===== src/rtl/cpu_ctrl_pkg.sv =====
// Shared constants, state encoding and control bundle for the RISC
// control FSM, datapath and memory blocks.
package cpu_ctrl_pkg;

   localparam logic [2:0] OPC_LDR  = 3'b011;
   localparam logic [2:0] OPC_STR  = 3'b100;
   localparam logic [2:0] OPC_ALU  = 3'b101;
   localparam logic [2:0] OPC_MOV  = 3'b110;
   localparam logic [2:0] OPC_HALT = 3'b111;

   localparam logic [1:0] OP_ADD  = 2'b00;
   localparam logic [1:0] OP_CMP  = 2'b01;
   localparam logic [1:0] OP_AND  = 2'b10;
   localparam logic [1:0] OP_MVN  = 2'b11;
   localparam logic [1:0] OP_MOVR = 2'b00;
   localparam logic [1:0] OP_MOVI = 2'b10;
   localparam logic [1:0] OP_MEM  = 2'b00;

   localparam logic [1:0] MEM_NONE  = 2'b00;
   localparam logic [1:0] MEM_READ  = 2'b01;
   localparam logic [1:0] MEM_WRITE = 2'b10;

   localparam logic [2:0] NSEL_RN = 3'b001;
   localparam logic [2:0] NSEL_RD = 3'b010;
   localparam logic [2:0] NSEL_RM = 3'b100;

   localparam logic [1:0] VSEL_C     = 2'b00;
   localparam logic [1:0] VSEL_PC    = 2'b01;
   localparam logic [1:0] VSEL_IMM   = 2'b10;
   localparam logic [1:0] VSEL_MDATA = 2'b11;

   typedef enum logic [4:0] {
      S_RST, S_IF1, S_IF2, S_UPC, S_DEC,
      S_WIMM, S_GETA, S_GETB, S_ALU, S_ALUZ,
      S_WREG, S_CMP, S_ADDR, S_LADDR, S_MRD,
      S_WMEM, S_GETRD, S_PASSB, S_MWR, S_HALT
   } state_e;

   typedef struct packed {
      logic [2:0] nsel;
      logic [1:0] vsel;
      logic       write;
      logic       loada;
      logic       loadb;
      logic       loadc;
      logic       loads;
      logic       asel;
      logic       bsel;
      logic       load_ir;
      logic       load_pc;
      logic       reset_pc;
      logic       addr_sel;
      logic       load_addr;
      logic [1:0] mem_cmd;
      logic       halted;
   } ctrl_t;

   // MOV reg and MVN run B through the ALU with A forced to zero
   function automatic logic zero_a(logic [2:0] opc, logic [1:0] op);
      return ((opc == OPC_MOV) && (op == OP_MOVR)) ||
             ((opc == OPC_ALU) && (op == OP_MVN));
   endfunction

endpackage


===== src/rtl/cpu_ctrl_fsm_if.sv =====
// Decoder feedback and datapath/memory control strobes of the
// control FSM.
interface cpu_ctrl_fsm_if;
   logic [2:0] opcode;
   logic [1:0] op;
   logic [2:0] nsel;
   logic [1:0] vsel;
   logic       write;
   logic       loada;
   logic       loadb;
   logic       loadc;
   logic       loads;
   logic       asel;
   logic       bsel;
   logic       load_ir;
   logic       load_pc;
   logic       reset_pc;
   logic       addr_sel;
   logic       load_addr;
   logic [1:0] mem_cmd;
   logic       halted;

   modport master (
      input  opcode, op,
      output nsel, vsel, write, loada, loadb, loadc, loads,
      output asel, bsel, load_ir, load_pc, reset_pc,
      output addr_sel, load_addr, mem_cmd, halted
   );

   modport slave (
      output opcode, op,
      input  nsel, vsel, write, loada, loadb, loadc, loads,
      input  asel, bsel, load_ir, load_pc, reset_pc,
      input  addr_sel, load_addr, mem_cmd, halted
   );
endinterface


===== src/rtl/ctrl_out_decode.sv =====
// Moore output table: maps the current control state to every
// datapath, regfile and memory strobe.
module ctrl_out_decode
   import cpu_ctrl_pkg::*;
(
   input  state_e state,
   output ctrl_t  ctrl
);

   always_comb begin
      ctrl = '0;
      case (state)
         S_RST: begin
            ctrl.reset_pc = 1'b1;
            ctrl.load_pc  = 1'b1;
         end
         S_IF1: begin
            ctrl.addr_sel = 1'b1;
            ctrl.mem_cmd  = MEM_READ;
         end
         S_IF2: begin
            ctrl.addr_sel = 1'b1;
            ctrl.mem_cmd  = MEM_READ;
            ctrl.load_ir  = 1'b1;
         end
         S_UPC: ctrl.load_pc = 1'b1;
         S_WIMM: begin
            ctrl.nsel  = NSEL_RN;
            ctrl.vsel  = VSEL_IMM;
            ctrl.write = 1'b1;
         end
         S_GETA: begin
            ctrl.nsel  = NSEL_RN;
            ctrl.loada = 1'b1;
         end
         S_GETB: begin
            ctrl.nsel  = NSEL_RM;
            ctrl.loadb = 1'b1;
         end
         S_ALU: ctrl.loadc = 1'b1;
         S_ALUZ: begin
            ctrl.asel  = 1'b1;
            ctrl.loadc = 1'b1;
         end
         S_WREG: begin
            ctrl.nsel  = NSEL_RD;
            ctrl.vsel  = VSEL_C;
            ctrl.write = 1'b1;
         end
         S_CMP: ctrl.loads = 1'b1;
         S_ADDR: begin
            ctrl.bsel  = 1'b1;
            ctrl.loadc = 1'b1;
         end
         S_LADDR: ctrl.load_addr = 1'b1;
         S_MRD: ctrl.mem_cmd = MEM_READ;
         S_WMEM: begin
            ctrl.mem_cmd = MEM_READ;
            ctrl.nsel    = NSEL_RD;
            ctrl.vsel    = VSEL_MDATA;
            ctrl.write   = 1'b1;
         end
         S_GETRD: begin
            ctrl.nsel  = NSEL_RD;
            ctrl.loadb = 1'b1;
         end
         S_PASSB: begin
            ctrl.asel  = 1'b1;
            ctrl.loadc = 1'b1;
         end
         S_MWR: ctrl.mem_cmd = MEM_WRITE;
         S_HALT: ctrl.halted = 1'b1;
         default: ctrl = '0;
      endcase
   end

endmodule


===== src/rtl/cpu_ctrl_fsm.sv =====
// Multi-cycle control FSM: fetch, PC update, decode and execute
// sequencing for the RISC machine.
module cpu_ctrl_fsm
   import cpu_ctrl_pkg::*;
#(
   parameter int unsigned STATE_W      = 5,
   parameter bit          ILLEGAL_HALT = 1'b0
) (
   input  logic           clk,
   input  logic           reset,
   cpu_ctrl_fsm_if.master bus
);

   if (STATE_W < $bits(state_e)) begin : g_bad_w
      $error("STATE_W too narrow for the state encoding");
   end

   state_e state_q;
   state_e state_d;
   ctrl_t  ctrl;

   logic is_movi, is_movr, is_add, is_and, is_cmp;
   logic is_mvn, is_ldr, is_str, is_halt, is_mem, is_za;

   assign is_movi = (bus.opcode == OPC_MOV) && (bus.op == OP_MOVI);
   assign is_movr = (bus.opcode == OPC_MOV) && (bus.op == OP_MOVR);
   assign is_add  = (bus.opcode == OPC_ALU) && (bus.op == OP_ADD);
   assign is_and  = (bus.opcode == OPC_ALU) && (bus.op == OP_AND);
   assign is_cmp  = (bus.opcode == OPC_ALU) && (bus.op == OP_CMP);
   assign is_mvn  = (bus.opcode == OPC_ALU) && (bus.op == OP_MVN);
   assign is_ldr  = (bus.opcode == OPC_LDR) && (bus.op == OP_MEM);
   assign is_str  = (bus.opcode == OPC_STR) && (bus.op == OP_MEM);
   assign is_halt = (bus.opcode == OPC_HALT);
   assign is_mem  = is_ldr | is_str;
   assign is_za   = zero_a(bus.opcode, bus.op);

   // opcode/op are only sampled after S_IF2, when the IR is stable
   always_comb begin
      state_d = state_q;
      case (state_q)
         S_RST: state_d = S_IF1;
         S_IF1: state_d = S_IF2;
         S_IF2: state_d = S_UPC;
         S_UPC: state_d = S_DEC;
         S_DEC: begin
            unique case (1'b1)
               is_movi: state_d = S_WIMM;
               is_movr, is_mvn: state_d = S_GETB;
               is_add, is_and, is_cmp, is_ldr, is_str:
                  state_d = S_GETA;
               is_halt: state_d = S_HALT;
               default: state_d = ILLEGAL_HALT ? S_HALT : S_IF1;
            endcase
         end
         S_GETA: state_d = is_mem ? S_ADDR : S_GETB;
         S_GETB: state_d = is_cmp ? S_CMP :
                           (is_za ? S_ALUZ : S_ALU);
         S_ALU, S_ALUZ: state_d = S_WREG;
         S_ADDR: state_d = S_LADDR;
         S_LADDR: state_d = is_str ? S_GETRD : S_MRD;
         S_MRD: state_d = S_WMEM;
         S_GETRD: state_d = S_PASSB;
         S_PASSB: state_d = S_MWR;
         S_WIMM, S_WREG, S_CMP, S_WMEM, S_MWR: state_d = S_IF1;
         S_HALT: state_d = S_HALT;
         default: state_d = S_RST;
      endcase
   end

   always_ff @(posedge clk) begin
      if (reset) state_q <= S_RST;
      else       state_q <= state_d;
   end

   ctrl_out_decode u_dec (
      .state (state_q),
      .ctrl  (ctrl)
   );

   assign bus.nsel      = ctrl.nsel;
   assign bus.vsel      = ctrl.vsel;
   assign bus.write     = ctrl.write;
   assign bus.loada     = ctrl.loada;
   assign bus.loadb     = ctrl.loadb;
   assign bus.loadc     = ctrl.loadc;
   assign bus.loads     = ctrl.loads;
   assign bus.asel      = ctrl.asel;
   assign bus.bsel      = ctrl.bsel;
   assign bus.load_ir   = ctrl.load_ir;
   assign bus.load_pc   = ctrl.load_pc;
   assign bus.reset_pc  = ctrl.reset_pc;
   assign bus.addr_sel  = ctrl.addr_sel;
   assign bus.load_addr = ctrl.load_addr;
   assign bus.mem_cmd   = ctrl.mem_cmd;
   assign bus.halted    = ctrl.halted;

endmodule


===== src/flat_wrapper.sv =====
// flat-port wrapper written by rule: the top's interface ports become plain ports
module cpu_ctrl_fsm_flat import cpu_ctrl_pkg::*;
#(
   parameter int unsigned STATE_W      = 5,
   parameter bit          ILLEGAL_HALT = 1'b0
)
  (clk, reset, bus_opcode, bus_op, bus_nsel, bus_vsel, bus_write, bus_loada, bus_loadb, bus_loadc, bus_loads, bus_asel, bus_bsel, bus_load_ir, bus_load_pc, bus_reset_pc, bus_addr_sel, bus_load_addr, bus_mem_cmd, bus_halted);
  cpu_ctrl_fsm_if bus_i ();
  input  logic clk;
  input  logic reset;
  input wire logic [$bits(bus_i.opcode)-1:0] bus_opcode;
  input wire logic [$bits(bus_i.op)-1:0] bus_op;
  output wire logic [$bits(bus_i.nsel)-1:0] bus_nsel;
  output wire logic [$bits(bus_i.vsel)-1:0] bus_vsel;
  output wire logic [$bits(bus_i.write)-1:0] bus_write;
  output wire logic [$bits(bus_i.loada)-1:0] bus_loada;
  output wire logic [$bits(bus_i.loadb)-1:0] bus_loadb;
  output wire logic [$bits(bus_i.loadc)-1:0] bus_loadc;
  output wire logic [$bits(bus_i.loads)-1:0] bus_loads;
  output wire logic [$bits(bus_i.asel)-1:0] bus_asel;
  output wire logic [$bits(bus_i.bsel)-1:0] bus_bsel;
  output wire logic [$bits(bus_i.load_ir)-1:0] bus_load_ir;
  output wire logic [$bits(bus_i.load_pc)-1:0] bus_load_pc;
  output wire logic [$bits(bus_i.reset_pc)-1:0] bus_reset_pc;
  output wire logic [$bits(bus_i.addr_sel)-1:0] bus_addr_sel;
  output wire logic [$bits(bus_i.load_addr)-1:0] bus_load_addr;
  output wire logic [$bits(bus_i.mem_cmd)-1:0] bus_mem_cmd;
  output wire logic [$bits(bus_i.halted)-1:0] bus_halted;
  assign bus_i.opcode = bus_opcode;
  assign bus_i.op = bus_op;
  assign bus_nsel = bus_i.nsel;
  assign bus_vsel = bus_i.vsel;
  assign bus_write = bus_i.write;
  assign bus_loada = bus_i.loada;
  assign bus_loadb = bus_i.loadb;
  assign bus_loadc = bus_i.loadc;
  assign bus_loads = bus_i.loads;
  assign bus_asel = bus_i.asel;
  assign bus_bsel = bus_i.bsel;
  assign bus_load_ir = bus_i.load_ir;
  assign bus_load_pc = bus_i.load_pc;
  assign bus_reset_pc = bus_i.reset_pc;
  assign bus_addr_sel = bus_i.addr_sel;
  assign bus_load_addr = bus_i.load_addr;
  assign bus_mem_cmd = bus_i.mem_cmd;
  assign bus_halted = bus_i.halted;
  cpu_ctrl_fsm #(.STATE_W(STATE_W), .ILLEGAL_HALT(ILLEGAL_HALT)) u_core (.clk(clk), .reset(reset), .bus(bus_i));
endmodule

===== config.mk =====
export PLATFORM = sky130hd
export DESIGN_NAME = cpu_ctrl_fsm_flat
export DESIGN_NICKNAME = d
export VERILOG_FILES = /design/src/rtl/cpu_ctrl_pkg.sv /design/src/rtl/cpu_ctrl_fsm_if.sv /design/src/rtl/ctrl_out_decode.sv /design/src/rtl/cpu_ctrl_fsm.sv /design/src/flat_wrapper.sv
export SDC_FILE = /design/constraint.sdc
export NUM_CORES = 1
export LEC_CHECK = 0
export BUFFER_PORTS_ARGS = -buffer_cell sky130_fd_sc_hd__buf_2
export CORE_AREA = 2 2 45 47
export CTS_CLUSTER_SIZE = 20
export DETAILED_ROUTE_END_ITERATION = 10
export DIE_AREA = 0 0 47 49
export GPL_TIMING_DRIVEN = 0
export PLACE_DENSITY = 0.77
export SKIP_CTS_REPAIR_TIMING = 1
export SYNTH_ARGS = -nofsm -noshare
export SYNTH_HDL_FRONTEND = slang
export SYNTH_SLANG_ARGS = --single-unit

===== constraint.sdc =====
create_clock -name clk -period 1.9 [get_ports clk]
set_input_delay 0.095 -clock clk [delete_from_list [all_inputs] [get_ports clk]]
set_output_delay 0.095 -clock clk [all_outputs]
set_load 0.02 [all_outputs]

==> flow_summary.ini <==
[run_status]
status = complete, no violations

[die]
fp.coreArea_mm2 = 0.001842
die_area_mm2 = 0.002303
num_rows = 16
io_pins = 27
die_h_um = 49
die_w_um = 47
start_util_pct = 47.21

[clock_network]
clk_pin_slew_ns = 0.04
cts.htree.levels = 1
tritoncts = built
clock_sinks = 5
worst_skew_pair.late_latency_ns = 0.24
clock_path_buffers = 2
cts-root-buf = clkbuf_4
cts_buffers = 3

[worst_setup_path]
worstSetupEndpointType = output pin
cpPeakStageDelay_ns = 0.31
slowest_stage = dfxtp_1
crit_top_cell = buf_2
critPathLaunchType = flop
crit_family = buffers and inverters
r2r-start = u_core.state_q[1]
rrSetupSlack_ns = 0.31
worst-path-buf-inv = 3
critical_path.reg2reg.endpoint = u_core.state_q[0]
crit_fanout = 10
worstPathRequired_ns = 1.80
path_class = flop to output pin
arrival_ns = 1.67
crit_path_cell_trace = buf_2 -> clkbuf_2 -> nor2_1 -> a21oi_1 -> o32ai_1 -> buf_2
rr_worst_depth = 6

[yosys]
ys_types = 47
avgSynthCellArea_um2 = 6.211
synth-seq-area-share_pct = 11.51
ys_ff_latch = 5
synth_flop_cell = dfxtp_1
ys_warn_count = 0
synthArstFlopShare_pct = 0
synth_area_um2 = 869.6
synth-edff-count = 0
synth_nets = 147
syn_inst = 140

[worst_hold_path]
min_path_type = input pin to flop
hold-path-endpoint = u_core.state_q[4]
hp-start = reset
whs_path_depth = 3

[routing]
drtIter0Drc = 50
drc = 0
avgRoutedWirePerCell_um = 13.52
num_vias = 1148
wl_mm = 2.636
vias_per_cell = 5.887
first_pass_iters = 4
drtAntennaViolNets = 0

[power_and_ir_drop]
p_leak_nw = 0.4865
ir_drop_uv = 749.7
power_w = 0.001087
powerDensity_mw_per_mm2 = 1029

[grt]
first_global_vias = 1034
grt_first_pass_wirelength_mm = 4.360
antenna_found_initial = 0
grt_overflow = 0
grtUsageTotal_pct = 24.50
grt_max_degree = 11

[layout]
final_cell_area_mm2 = 0.001056
diodes = 0
reg_top3 = u_core.state_q: 5 flops
drive_gt1_share_pct = 27.98
fillers = 183
largest-register = u_core.state_q
largest_register_ffs = 5
nNetsFinal = 176
area_growth_syn_to_layout_pct = 21.44

[place]
hpwl_mm = 2.014
io_buffer_count = 24
gp_congestion = 0.9187
postPlaceCellArea_mm2 = 0.001023

[sta]
hold_viol_final = 0
setup_viol = 0
grt_setup_unrepaired = false
slew_headroom_pct = 73.64
final.min_clock_period_ns = 1.764
fin_crit_sh_pct = 92.83
timing.final.max_slew_violations = 0
final.setup_skew_ns = 0.004464
max_clock_freq_ghz = 0.5669
worstMarginPinSlew_ns = 0.3954
fin_tns_setup_ns = 0

[flow_run]
drv_cap = 0
layout make-up:
| cell class | instances | area, µm² | area share, % |
|---|---|---|---|
| flip-flops and latches | 5 | 100.1 | 9.479 |
| repair buffers | 24 | 120.1 | 11.37 |
| multi-input cells | 118 | 685.7 | 64.93 |
| well taps | 27 | 33.78 | 3.199 |
| inverters | 4 | 15.01 | 1.422 |
| plain buffers | 13 | 75.07 | 7.109 |
| clock buffers | 4 | 26.28 | 2.488 |
worst max-delay path by stage:
stage / slack, ns / startpoint / cells after the start / endpoint
final: 0.14 / u_core.state_q[4] / 6 / bus_nsel[1]
after global routing: 0.02 / u_core.state_q[1] / 6 / bus_nsel[0]
after CTS: 0.05 / u_core.state_q[4] / 6 / bus_loadc
after detailed placement: 0.31 / u_core.state_q[4] / 6 / bus_loadc
after global placement: 0.33 / u_core.state_q[4] / 6 / bus_loadc
after floorplan: 0.36 / u_core.state_q[0] / 6 / u_core.state_q[1]
synth_stat cells (3+ instances only):
master | instances | area (µm²)
a22oi_1 | 3 | 22.52
o21ai_1 | 6 | 30.03
inv_2 | 3 | 11.26
a21oi_1 | 10 | 50.05
nand2b_1 | 6 | 37.54
buf_2 | 6 | 30.03
nand2_1 | 12 | 45.04
dfxtp_1 | 5 | 100.1
nor2b_1 | 6 | 37.54
nor3_1 | 8 | 40.04
o22ai_1 | 4 | 25.02
nor2_1 | 26 | 97.59
worst register-to-register path, delay by kind of cell, from the launching register on:
family / cells / cell delay [ns]
AOI/OAI and AO/OA: 3 / 0.61
buffers and inverters: 2 / 0.44
DFF: 1 / 0.32
and+or+nand+nor: 1 / 0.09
power by group:
part	internal, W	leakage, nW	total (W)	switching (W)
combinational	0.000287	0.431	0.000821	0.000534
sequential	0.000131	0.0409	0.000145	0.0000141
clock	0.0000793	0.0150	0.000121	0.0000414
total	0.000497	0.487	0.00109	0.000589
cells by family after synthesis:
| group | synth area share, % |
|---|---|
| AND/OR/NAND/NOR | 42.16 |
| multiplexers | 1.151 |
| adder cells (fa/ha/maj) | 1.295 |
| buffers and inverters | 9.928 |
| AO/OA/AOI/OAI | 32.95 |
| XOR/XNOR | 1.007 |
| flip-flops | 11.51 |
cell usage in the layout, fill, tap and decap left out, types with 3 or more instances in the layout:
cell type	n
a22oi_1	3
nand2_1	12
dfxtp_1	5
o22ai_1	4
nor2_1	26
nor3_1	8
clkbuf_2	3
nor2b_1	5
o21ai_1	6
buf_2	30
a21oi_1	10
nand2b_1	6
inv_2	3
clkbuf_4	3
stage by stage:
| stage | worst slack [ns] | hold slack [ns] | utilization, % | instances |
|---|---|---|---|---|
| floorplan | 0.3625 | 0.2811 | - | 140 |
| detailed placement | 0.3066 | 0.4009 | 55.57 | 191 |
| CTS | 0.04781 | 0.1482 | 57.00 | 195 |
| global route | 0.01679 | 0.1850 | 57.34 | 195 |
| global placement | 0.3336 | 0.4048 | 55.57 | 191 |
| finish | 0.1361 | 0.1624 | 57.34 | 195 |
routing by layer:
layer / global-route usage, % / share of wire [%] / vias up
li1: - / - / 561
met1: 32.58 / 43 / 526
met2: 39.27 / 50 / 59
met3: 5.185 / 6.9 / 2
met4: 6.019 / 0.38 / 0
met5: 0 / 0 / -
(Power assumes the default switching activity.)
